==> config.mk <==
export PLATFORM = sky130hd
export DESIGN_NAME = trng_byte_packer
export DESIGN_NICKNAME = d
export VERILOG_FILES = /design/src/rtl/trng_pkg.sv /design/src/rtl/trng_sync_fifo.sv /design/src/rtl/trng_byte_packer.sv
export SDC_FILE = /design/constraint.sdc
export NUM_CORES = 1
export LEC_CHECK = 0
export ABC_AREA = 1
export CAP_MARGIN = 15
export CORE_ASPECT_RATIO = 0.6
export CORE_MARGIN = 2
export CORE_UTILIZATION = 55
export DETAILED_ROUTE_END_ITERATION = 8
export PLACE_DENSITY_LB_ADDON = 0.15
export SLEW_MARGIN = 40
export SYNTH_ARGS = -nofsm -noshare
export SYNTH_HDL_FRONTEND = slang
export SYNTH_HIERARCHICAL = 1
export SYNTH_SLANG_ARGS = --single-unit
==> constraint.sdc <==
create_clock -name clk -period 3.29 [get_ports clk]
set_input_delay 0.658 -clock clk [delete_from_list [all_inputs] [get_ports clk]]
set_output_delay 0.658 -clock clk [all_outputs]
set_load 0.1 [all_outputs]
==> src/rtl/trng_pkg.sv <==
// Shared constants for the TRNG byte packer and its output FIFO.
package trng_pkg;
   localparam int BYTE_W         = 8;
   localparam int DEPTH_DEF      = 4;
   localparam int RCT_CUTOFF_DEF = 16;
endpackage

==> src/rtl/trng_sync_fifo.sv <==
// Single-clock FIFO with head-of-queue read, power-of-two depth.
module trng_sync_fifo #(
   parameter int  WIDTH = 8,
   parameter int  DEPTH = 4,
   localparam int AW    = (DEPTH > 1) ? $clog2(DEPTH) : 1,
   localparam int CW    = $clog2(DEPTH + 1)
) (
   input  logic             clk,
   input  logic             rst_n,
   input  logic             push,
   input  logic [WIDTH-1:0] din,
   input  logic             pop,
   output logic [WIDTH-1:0] dout,
   output logic             full,
   output logic             empty,
   output logic [CW-1:0]    count
);
   logic [WIDTH-1:0] mem [DEPTH];
   logic [AW-1:0]    wr_ptr, rd_ptr;
   logic             wr_ok, rd_ok;

   // A push into a full FIFO is accepted only when the head leaves the same cycle.
   assign wr_ok = push && (!full || pop);
   assign rd_ok = pop && !empty;
   assign full  = (count == CW'(DEPTH));
   assign empty = (count == '0);
   assign dout  = mem[rd_ptr];

   always_ff @(posedge clk or negedge rst_n) begin
      if (!rst_n) begin
         for (int i = 0; i < DEPTH; i++) mem[i] <= '0;
         wr_ptr <= '0;
         rd_ptr <= '0;
         count  <= '0;
      end else begin
         if (wr_ok) begin
            mem[wr_ptr] <= din;
            wr_ptr      <= wr_ptr + 1'b1;
         end
         if (rd_ok) rd_ptr <= rd_ptr + 1'b1;
         case ({wr_ok, rd_ok})
            2'b10:   count <= count + 1'b1;
            2'b01:   count <= count - 1'b1;
            default: count <= count;
         endcase
      end
   end
endmodule

==> src/rtl/trng_byte_packer.sv <==
// Packs whitened TRNG bits LSB-first into bytes and queues them in a FIFO.
// Define TRNG_RCT_EN to compile in the repetition-count health test.
module trng_byte_packer
   import trng_pkg::*;
#(
   parameter int DEPTH      = DEPTH_DEF,
   parameter int RCT_CUTOFF = RCT_CUTOFF_DEF
) (
   input  logic                       clk,
   input  logic                       rst_n,
   input  logic                       enable,
   input  logic                       bit_in,
   input  logic                       bit_valid,
   output logic [BYTE_W-1:0]          byte_out,
   output logic                       byte_valid,
   input  logic                       byte_ready,
   output logic [$clog2(DEPTH+1)-1:0] fill,
   output logic                       overflow,
   output logic                       health_fail
);
   logic [2:0]        bit_cnt;
   logic [BYTE_W-2:0] part;
   logic              accept, push, pop, full, empty;
   logic [BYTE_W-1:0] push_byte;

   assign accept     = enable && bit_valid && !health_fail;
   assign push       = accept && (bit_cnt == 3'd7);
   assign push_byte  = {bit_in, part};
   assign pop        = byte_valid && byte_ready;
   assign byte_valid = !empty;

   // The 8th bit goes straight into the pushed byte, so only 7 bits are stored.
   always_ff @(posedge clk or negedge rst_n) begin
      if (!rst_n) begin
         bit_cnt <= '0;
         part    <= '0;
      end else if (accept) begin
         bit_cnt <= bit_cnt + 1'b1;
         if (bit_cnt == 3'd7) part <= '0;
         else                 part <= part | ((BYTE_W-1)'(bit_in) << bit_cnt);
      end
   end

   always_ff @(posedge clk or negedge rst_n) begin
      if (!rst_n)                     overflow <= 1'b0;
      else if (push && full && !pop)  overflow <= 1'b1;
   end

`ifdef TRNG_RCT_EN
   localparam int RW = $clog2(RCT_CUTOFF + 1);
   logic [RW-1:0] run, run_nxt;
   logic          last_bit;

   // run == 0 only before the first accepted bit; saturate at the cutoff.
   always_comb begin
      run_nxt = RW'(1);
      if (run != '0 && bit_in == last_bit)
         run_nxt = (run == RW'(RCT_CUTOFF)) ? run : run + 1'b1;
   end

   always_ff @(posedge clk or negedge rst_n) begin
      if (!rst_n) begin
         run         <= '0;
         last_bit    <= 1'b0;
         health_fail <= 1'b0;
      end else if (accept) begin
         run      <= run_nxt;
         last_bit <= bit_in;
         if (run_nxt == RW'(RCT_CUTOFF)) health_fail <= 1'b1;
      end
   end
`else
   assign health_fail = 1'b0;
`endif

   trng_sync_fifo #(
      .WIDTH (BYTE_W),
      .DEPTH (DEPTH)
   ) u_fifo (
      .clk   (clk),
      .rst_n (rst_n),
      .push  (push),
      .din   (push_byte),
      .pop   (pop),
      .dout  (byte_out),
      .full  (full),
      .empty (empty),
      .count (fill)
   );
endmodule

==> flow_summary_export.csv, run 1 <==
group,metric,value,unit
run_status,outcome,"finished, final reports clean",
setup_path,crit_path_top_delay_cell,"inv_1",
setup_path,worstSetupPathType,"reg2out",
setup_path,crit_buf_inv,3,
clock_network,numCtsBuffers,5,
drt,firstDrtPassIters,5,
logic_synthesis,yosysWarnings,6,
drt,routed_via_density,5.48,
layout,fill_cells,417,
setup_path,crit_fanout,18,
layout,layout_commonest_cell,"nand2_1",
drt,drc,0,
setup_path,crit_top_cell,"buf_4",
sta,finalClockSkew,3.43,ps
clock_network,cts_resized,0,
setup_path,cp.required,2630,ps
global_routing,grt_max_degree,39,
drt,totalWireLength,5730,µm
sta,worst_pin_slew,555,ps
drt,antenna_left,0,
floorplanning,die_w,92.1,µm
clock_network,clk_pin_slew,90,ps
setup_path,crit_arrival,2020,ps
sta,maxSlewViolCount,0,
clock_network,cts_tree,"done",
drt,vias,2055,
clock_network,htreeDepth,2,
global_routing,grt_pass1_wl,9490,µm
sta,hold_violations,0,
global_routing,antenna_found_initial,0,
floorplanning,dieArea,0.00524,mm²
drt,first_iter_violations,145,
sta,fin_crit_sh,81.5,%
placement,gp_congestion,0.797,
sta,rsz0062_at_grt,"no",
clock_network,post_cts_buffers,0,
global_routing,track_usage,24.0,%
setup_path,crit_path_end_kind,"output pin",
floorplanning,rows,19,
setup_path,startpoint,"u_fifo/rd_ptr[0]",
floorplanning,die_h,56.9,µm
clock_network,clockBufferDepth,2,
clock_network,clk_latency,300,ps
placement,io_buffer_count,18,
placement,hpwl,3870,µm
logic_synthesis,synth.distinct_cells,28,
logic_synthesis,yosysSeqAreaShare,48.9,%
setup_path,r2r_start,"u_fifo/count[0]",
global_routing,grt_pass1_vias,1901,
floorplanning,ios,20,
floorplanning,initial_utilization,56.7,%
layout,antenna_cells,0,
setup_path,path_cells,"buf_4 -> inv_1 -> o21ai_0 -> o22ai_1 -> buf_4",
floorplanning,coreArea,0.00452,mm²
clock_network,postCtsHoldBufs,0,
drt,wl_per_cell,15.3,µm
setup_path,slowest_delay,440,ps
logic_synthesis,synthesis.instances,298,
sta,fmax,373,MHz
layout,drive_above_1_share,12.8,%
layout,area_growth,9.43,%
clock_network,clockRootBuffer,"clkbuf_8",
global_routing,overflow,0,
layout,nets,325,
hold_path,min_path_type,"in2async",
sta,finalSetupViolCount,0,
sta,finalSetupTns,0,ps
logic_synthesis,syn_area,0.00256,mm²
clock_network,cts.sinks,50,
run,max_cap_violations,0,
sta,min_period,2680,ps
logic_synthesis,syn_avg_cell_area,8.59,µm²
setup_path,cpLargestDelayFamily,"buffers and inverters",
sta,slew_headroom,62.9,%
logic_synthesis,ys_ff_latch,50,
layout,layout_common_cells,"83 x nand2_1, 48 x dfrtp_1, 32 x nand4_1",
logic_synthesis,synth_nets,312,
setup_path,start_kind,"register",
[metrics by stage]
stage / cell area [µm²] / instances / util [%] / hold WS [ps] / setup WS [ps]
after floorplan: 2560 / 298 / - / 362 / 5.88
after global placement: 2710 / 367 / 59.9 / 451 / 727
after detailed placement: 2710 / 367 / 59.9 / 454 / 721
after CTS: 2800 / 375 / 62.0 / 316 / 626
after global routing: 2800 / 375 / 62.0 / 332 / 532
final: 2800 / 375 / 62.0 / 308 / 607
[worst reg2reg max path: stages (launching register included)]
cell	delay, ps
dfrtp_1	450
nor2_2	140
nand2_1	80
inv_1	60
inv_1	40
nand2_1	50
inv_1	60
inv_1	70
nand3_2	80
nand2_1	110
ha_1	190
inv_1	70
fa_1	380
nand2_1	80
nand3b_1	110
xor2_1	150
[synth_stat cells]
cell type / count / area share [%]
dfrtp_1: 50 / 49
xor2_1: 3 / 1.0
o22ai_1: 8 / 2.0
buf_6: 4 / 1.8
nand3_2: 4 / 1.6
nor2_2: 1 / 0.24
ha_1: 7 / 3.4
nor2_1: 27 / 4.0
nand2_4: 1 / 0.44
nor3_1: 1 / 0.20
nor2_8: 1 / 0.78
o21ai_0: 18 / 3.5
inv_1: 24 / 3.5
xnor2_1: 2 / 0.68
fa_1: 1 / 0.78
buf_2: 8 / 1.6
buf_4: 3 / 0.88
conb_1: 1 / 0.15
nand2_2: 1 / 0.24
nand3_4: 1 / 0.68
nand3_1: 5 / 0.98
o21bai_2: 1 / 0.44
a21oi_1: 7 / 1.4
nand2_1: 83 / 12
nor2_4: 1 / 0.44
nand3b_1: 1 / 0.29
nand4_1: 32 / 7.8
clkbuf_1: 2 / 0.29
[layout make-up]
cell class / instances / area (µm²) / area share [%]
Inverter: 24 / 90.1 / 3.21
Clock buffer: 6 / 82.6 / 2.95
Tap cell: 63 / 78.8 / 2.81
Clock inverter: 2 / 12.5 / 0.446
Timing Repair Buffer: 23 / 180 / 6.43
Sequential cell: 50 / 1250 / 44.7
Multi-Input combinational cell: 207 / 1100 / 39.4
[per-layer routing]
layer | routed length (µm) | track usage, % | vias up
met4 | 64 | 6.40 | 0
met3 | 484 | 5.23 | 7
li1 | - | - | 1010
met2 | 2430 | 34.2 | 67
met1 | 2760 | 36.9 | 971
met5 | 0 | 0 | -
[state kept, by name, indices dropped and copies added (netlist names)]
signal,flops
overflow,1
part,7
u_fifo/rd_ptr,2
u_fifo/wr_ptr,2
u_fifo/count,3
bit_cnt,3
u_fifo/mem,32
[worst paths after layout]
| path | to | cells past startpoint | slack [ps] |
|---|---|---|---|
| worst max-delay path | byte_out[6] | 5 | 610 |
| worst min-delay path | u_fifo/wr_ptr[0] | 1 | 310 |
| worst max register to register | u_fifo/count[2] | 15 | 1060 |
| worst min register to register | u_fifo/mem[12] | 2 | 470 |
| max in group asynchronous | u_fifo/mem[10] | 2 | 2220 |
| min in group clk | u_fifo/mem[12] | 2 | 470 |
[logic make-up after synthesis]
group / Yosys count / synth area share [%]
XOR/XNOR: 5 / 1.71
flip-flops: 50 / 48.9
buffers and inverters: 41 / 8.01
AND/OR/NAND/NOR: 159 / 29.8
AO/OA/AOI/OAI: 34 / 7.28
adder cells (fa/ha/maj): 8 / 4.20
other: 1 / 0.146
Power of run 1 is not shown: default switching activity piles up to over one toggle a cycle in this logic, so the estimate is an artifact.
==> run 2: changes to the inputs <==
--- a/config.mk
+++ b/config.mk
@@ -9,7 +9,7 @@
 export CAP_MARGIN = 15
 export CORE_ASPECT_RATIO = 0.6
 export CORE_MARGIN = 2
-export CORE_UTILIZATION = 55
+export CORE_UTILIZATION = 52
 export DETAILED_ROUTE_END_ITERATION = 8
 export PLACE_DENSITY_LB_ADDON = 0.15
 export SLEW_MARGIN = 40
==> constraint.sdc (replaced) <==
create_clock -name clk -period 2.2 [get_ports clk]
set_input_delay 0.44 -clock clk [delete_from_list [all_inputs] [get_ports clk]]
set_output_delay 0.44 -clock clk [all_outputs]
set_load 0.1 [all_outputs]
==> flow_summary_export.csv, run 2 (synthesized netlist as in run 1, its figures left out) <==
group,metric,value,unit
run_status,outcome,"finished, final reports clean",
setup_path,cp.required,1760,ps
layout,layout_commonest_cell,"nand2_1",
drt,routed_via_density,5.52,
sta,maxSlewViolCount,0,
layout,antenna_cells,0,
layout,top_register,"u_fifo/mem",
setup_path,path_cells,"inv_1 -> o21ai_0 -> o22ai_2 -> buf_12",
floorplanning,die_h,58.4,µm
setup_path,start_kind,"register",
clock_network,cts_tree,"done",
floorplanning,rows,19,
clock_network,clk_pin_slew,90,ps
layout,area_growth,23.4,%
setup_path,crit_path_end_kind,"output pin",
clock_network,htreeDepth,2,
setup_path,rrSetupSlack,160,ps
sta,hold_violations,0,
drt,antenna_left,0,
layout,fill_cells,390,
global_routing,track_usage,24.2,%
layout,layout_common_cells,"80 x nand2_1, 47 x dfrtp_1, 32 x nand4_1",
layout,nets,338,
floorplanning,initial_utilization,55.0,%
setup_path,slowest_delay,530,ps
global_routing,overflow,0,
layout,largest_reg_flops,32,
drt,wl_per_cell,15.5,µm
setup_path,startpoint,"u_fifo/rd_ptr[1]",
setup_path,crit_fanout,11,
sta,min_period,2100,ps
global_routing,grt_pass1_wl,10000,µm
drt,drc,0,
setup_path,cpLargestDelayFamily,"flip-flops",
clock_network,clockRootBuffer,"clkbuf_8",
setup_path,r2r_start,"u_fifo/count[1]",
layout,drive_above_1_share,22.8,%
placement,hpwl,4250,µm
sta,rsz0062_at_grt,"no",
setup_path,r2r_cells,15,
floorplanning,coreArea,0.00466,mm²
clock_network,postCtsHoldBufs,0,
drt,totalWireLength,6020,µm
clock_network,cts.sinks,50,
placement,io_buffer_count,18,
sta,fmax,475,MHz
global_routing,grt_pass1_vias,1990,
placement,dp.cells,375,
clock_network,clockBufferDepth,2,
setup_path,timing.rr.end,"u_fifo/count[2]",
drt,first_iter_violations,167,
drt,firstDrtPassIters,6,
sta,finalClockSkew,9.12,ps
clock_network,clk_latency,300,ps
run,max_cap_violations,0,
setup_path,crit_arrival,1660,ps
global_routing,grt_max_degree,47,
floorplanning,ios,20,
placement,gp_congestion,0.839,
sta,finalSetupViolCount,0,
layout,final_cells,388,
setup_path,worstSetupPathType,"reg2out",
floorplanning,die_w,94.6,µm
sta,slew_headroom,66.2,%
sta,worst_pin_slew,507,ps
hold_path,min_path_type,"in2async",
setup_path,crit_path_top_delay_cell,"dfrtp_1",
clock_network,numCtsBuffers,5,
floorplanning,dieArea,0.00552,mm²
global_routing,antenna_found_initial,0,
sta,fin_crit_sh,95.7,%
setup_path,crit_buf_inv,2,
drt,vias,2141,
layout,largestRegisters,"u_fifo/mem (32), part (7)",
==> run 2: metal layers <==
metal	part of all wire, %	vias to the layer above	GRT usage, %	wire, µm
met3	7.3	4	6.15	439
met1	49	1024	37.5	2940
met5	0	-	0	0
met4	0.42	0	5.59	25
met2	43	75	34.4	2610
li1	-	1038	-	-
==> run 2: final cells by class <==
class | instances | area, µm² | share of cell area (%)
Inverter | 24 | 90.1 | 2.85
Timing Repair Buffer | 36 | 390 | 12.4
Clock buffer | 6 | 82.6 | 2.61
Clock inverter | 2 | 60.1 | 1.90
Tap cell | 63 | 78.8 | 2.50
Sequential cell | 50 | 1260 | 40.0
Multi-Input combinational cell | 207 | 1190 | 37.8
==> run 2: worst max path at each step <==
| stage | endpoint | slack [ps] | cells after the start |
|---|---|---|---|
| 6_report | byte_out[2] | 100 | 4 |
| 3_5_place_dp | u_fifo/count[2] | -20 | 12 |
| 5_1_grt | byte_out[1] | 20 | 4 |
| 4_1_cts | u_fifo/count[2] | 3 | 16 |
| 2_1_floorplan | u_fifo/count[2] | -660 | 16 |
| 3_3_place_gp | u_fifo/count[2] | 60 | 11 |
==> run 2: through the flow <==
step	utilization [%]	area, µm²	setup slack [ps]	TNS [ps]	hold slack, ps
floorplan	-	2660	-660	-2710	144
global placement	63.8	2970	58.8	0	386
detailed placement	63.8	2970	-21.2	-21.2	390
CTS	67.0	3120	2.64	0	58.9
global route	67.8	3160	22.0	0	63.7
finish	67.8	3160	95.3	0	52.5
==> run 2: repair_timing <==
action	in CTS	in global routing
setup endpoints to repair	1	2
pin swaps	0	8
setup buffers	1	4
gates resized for setup	0	5
cloned	0	0
Power of run 2 is left out for the same reason.
==> run 3: changes to the inputs <==
--- a/config.mk
+++ b/config.mk
@@ -11,6 +11,7 @@
 export CORE_MARGIN = 2
 export CORE_UTILIZATION = 52
 export DETAILED_ROUTE_END_ITERATION = 8
+export HOLD_SLACK_MARGIN = 0.08
 export PLACE_DENSITY_LB_ADDON = 0.15
 export SLEW_MARGIN = 40
 export SYNTH_ARGS = -nofsm -noshare
==> flow_summary_export.csv, run 3 (synthesized netlist as in run 1, its figures left out) <==
group,metric,value,unit
layout,final_cells,389,
sta,worst_pin_slew,512,ps
global_routing,grt_max_degree,47,
sta,slew_headroom,65.9,%
floorplanning,die_w,94.6,µm
layout,largest_reg_flops,32,
layout,nets,339,
clock_network,htreeDepth,2,
drt,dr_wl_met3,471,µm
setup_path,timing.rr.end,"u_fifo/count[2]",
run_status,outcome,"finished, final reports clean",
clock_network,cts.sinks,50,
hold_path,hold_depth,2,
sta,finalSetupViolCount,0,
sta,maxSlewViolCount,0,
setup_path,crit_path_top_delay_cell,"dfrtp_1",
global_routing,grt_pass1_wl,10000,µm
floorplanning,dieArea,0.00552,mm²
clock_network,clk_pin_slew,90,ps
hold_path,min-delay-start,"u_fifo/mem[27]",
clock_network,cts_tree,"done",
setup_path,cp.required,1760,ps
drt,wl_per_cell,15.4,µm
layout,drive_above_1_share,22.7,%
setup_path,crit_fanout,11,
sta,rsz0062_at_grt,"no",
drt,highest_layer,"met4",
layout,layout_common_cells,"80 x nand2_1, 47 x dfrtp_1, 32 x nand4_1",
drt,met1Wirelength,2900,µm
setup_path,path_cells,"inv_1 -> o21ai_0 -> o22ai_2 -> buf_12",
floorplanning,die_h,58.4,µm
placement,pre_cts_ws,-21.2,ps
setup_path,slowest_delay,530,ps
sta,min_period,2090,ps
drt,antenna_left,0,
floorplanning,coreArea,0.00466,mm²
placement,hpwl,4250,µm
setup_path,r2r_cells,15,
placement,io_buffer_count,18,
global_routing,antenna_found_initial,0,
sta,setup_ws,114,ps
drt,routed_via_density,5.41,
setup_path,r2r_start,"u_fifo/count[1]",
clock_network,clockBufferDepth,2,
floorplanning,ios,20,
sta,fmax,479,MHz
drt,met2_length,2580,µm
setup_path,crit_path_end_kind,"output pin",
placement,gp_congestion,0.839,
hold_path,min_path_type,"reg2reg",
placement,postPlaceCellArea,0.00297,mm²
placement,dp.cells,375,
drt,vias,2104,
layout,antenna_cells,0,
drt,drc,0,
setup_path,crit_arrival,1650,ps
sta,hold_violations,0,
global_routing,overflow,0,
clock_network,clk_latency,300,ps
sta,fin_crit_sh,94.8,%
drt,firstDrtPassIters,4,
setup_path,worstSetupPathType,"reg2out",
floorplanning,rows,19,
layout,top_register,"u_fifo/mem",
floorplanning,initial_utilization,55.0,%
clock_network,clockRootBuffer,"clkbuf_8",
global_routing,grt_pass1_vias,1990,
setup_path,rrSetupSlack,160,ps
run,max_cap_violations,0,
layout,stdcell_area,0.00317,mm²
layout,area_growth,23.7,%
clock_network,numCtsBuffers,5,
setup_path,start_kind,"register",
layout,layout_commonest_cell,"nand2_1",
drt,first_iter_violations,154,
sta,finalSetupTns,0,ps
hold_path,holdPathEnd,"u_fifo/mem[27]",
drt,totalWireLength,5980,µm
sta,finalClockSkew,10.6,ps
layout,largestRegisters,"u_fifo/mem (32), part (7)",
global_routing,track_usage,24.2,%
## run 3: cell count changes in the layout (fill, tap and decap cells not counted)
| cell | previous run | this run |
|---|---|---|
| dlygate4sd3_1 | 0 | 1 |
## run 3: per-stage QoR
stage          hold slack [ps]  utilization, %
6_report                   480            68.0
5_1_grt                    504            68.0
4_1_cts                    481            67.2
3_5_place_dp               390            63.8
3_3_place_gp               386            63.8
2_1_floorplan              144               -
## run 3: worst max-delay path, delay by kind of cell, from the launching register on
family | cells | cell delay (ps)
DFF | 1 | 530
buffers and inverters | 2 | 470
AOI/OAI and AO/OA | 2 | 340
## run 3: worst max-delay path by stage
stage / from / endpoint / cells past startpoint
3_3_place_gp: byte_ready / u_fifo/count[2] / 11
3_5_place_dp: byte_ready / u_fifo/count[2] / 12
6_report: u_fifo/rd_ptr[1] / byte_out[0] / 4
5_1_grt: u_fifo/rd_ptr[0] / byte_out[1] / 4
2_1_floorplan: u_fifo/count[0] / u_fifo/count[2] / 16
4_1_cts: u_fifo/count[2] / u_fifo/count[2] / 16
## run 3: routing by layer
metal | vias to the layer above | track usage, %
met5 | - | 0
met4 | 0 | 5.59
met3 | 5 | 6.15
met2 | 68 | 34.4
met1 | 995 | 37.5
li1 | 1036 | -
## run 3: cell type report
cell class	count	area [µm²]
flip-flops and latches	50	1260
repair buffers	37	400
fillers	389	1490
clock buffers	6	82.6
multi-input cells	207	1190
clock inverters	2	60.1
well taps	63	78.8
inverters	24	90.1
## run 3: repair_timing
item / CTS / global route
resized for setup: 0 / 5
endpoints found under the hold margin: 16 / 0
hold buffers: 1 / 0
endpoints found under the setup margin: 1 / 2
pin swaps: 0 / 8
setup buffers: 1 / 4
Power of run 3 is left out for the same reason.
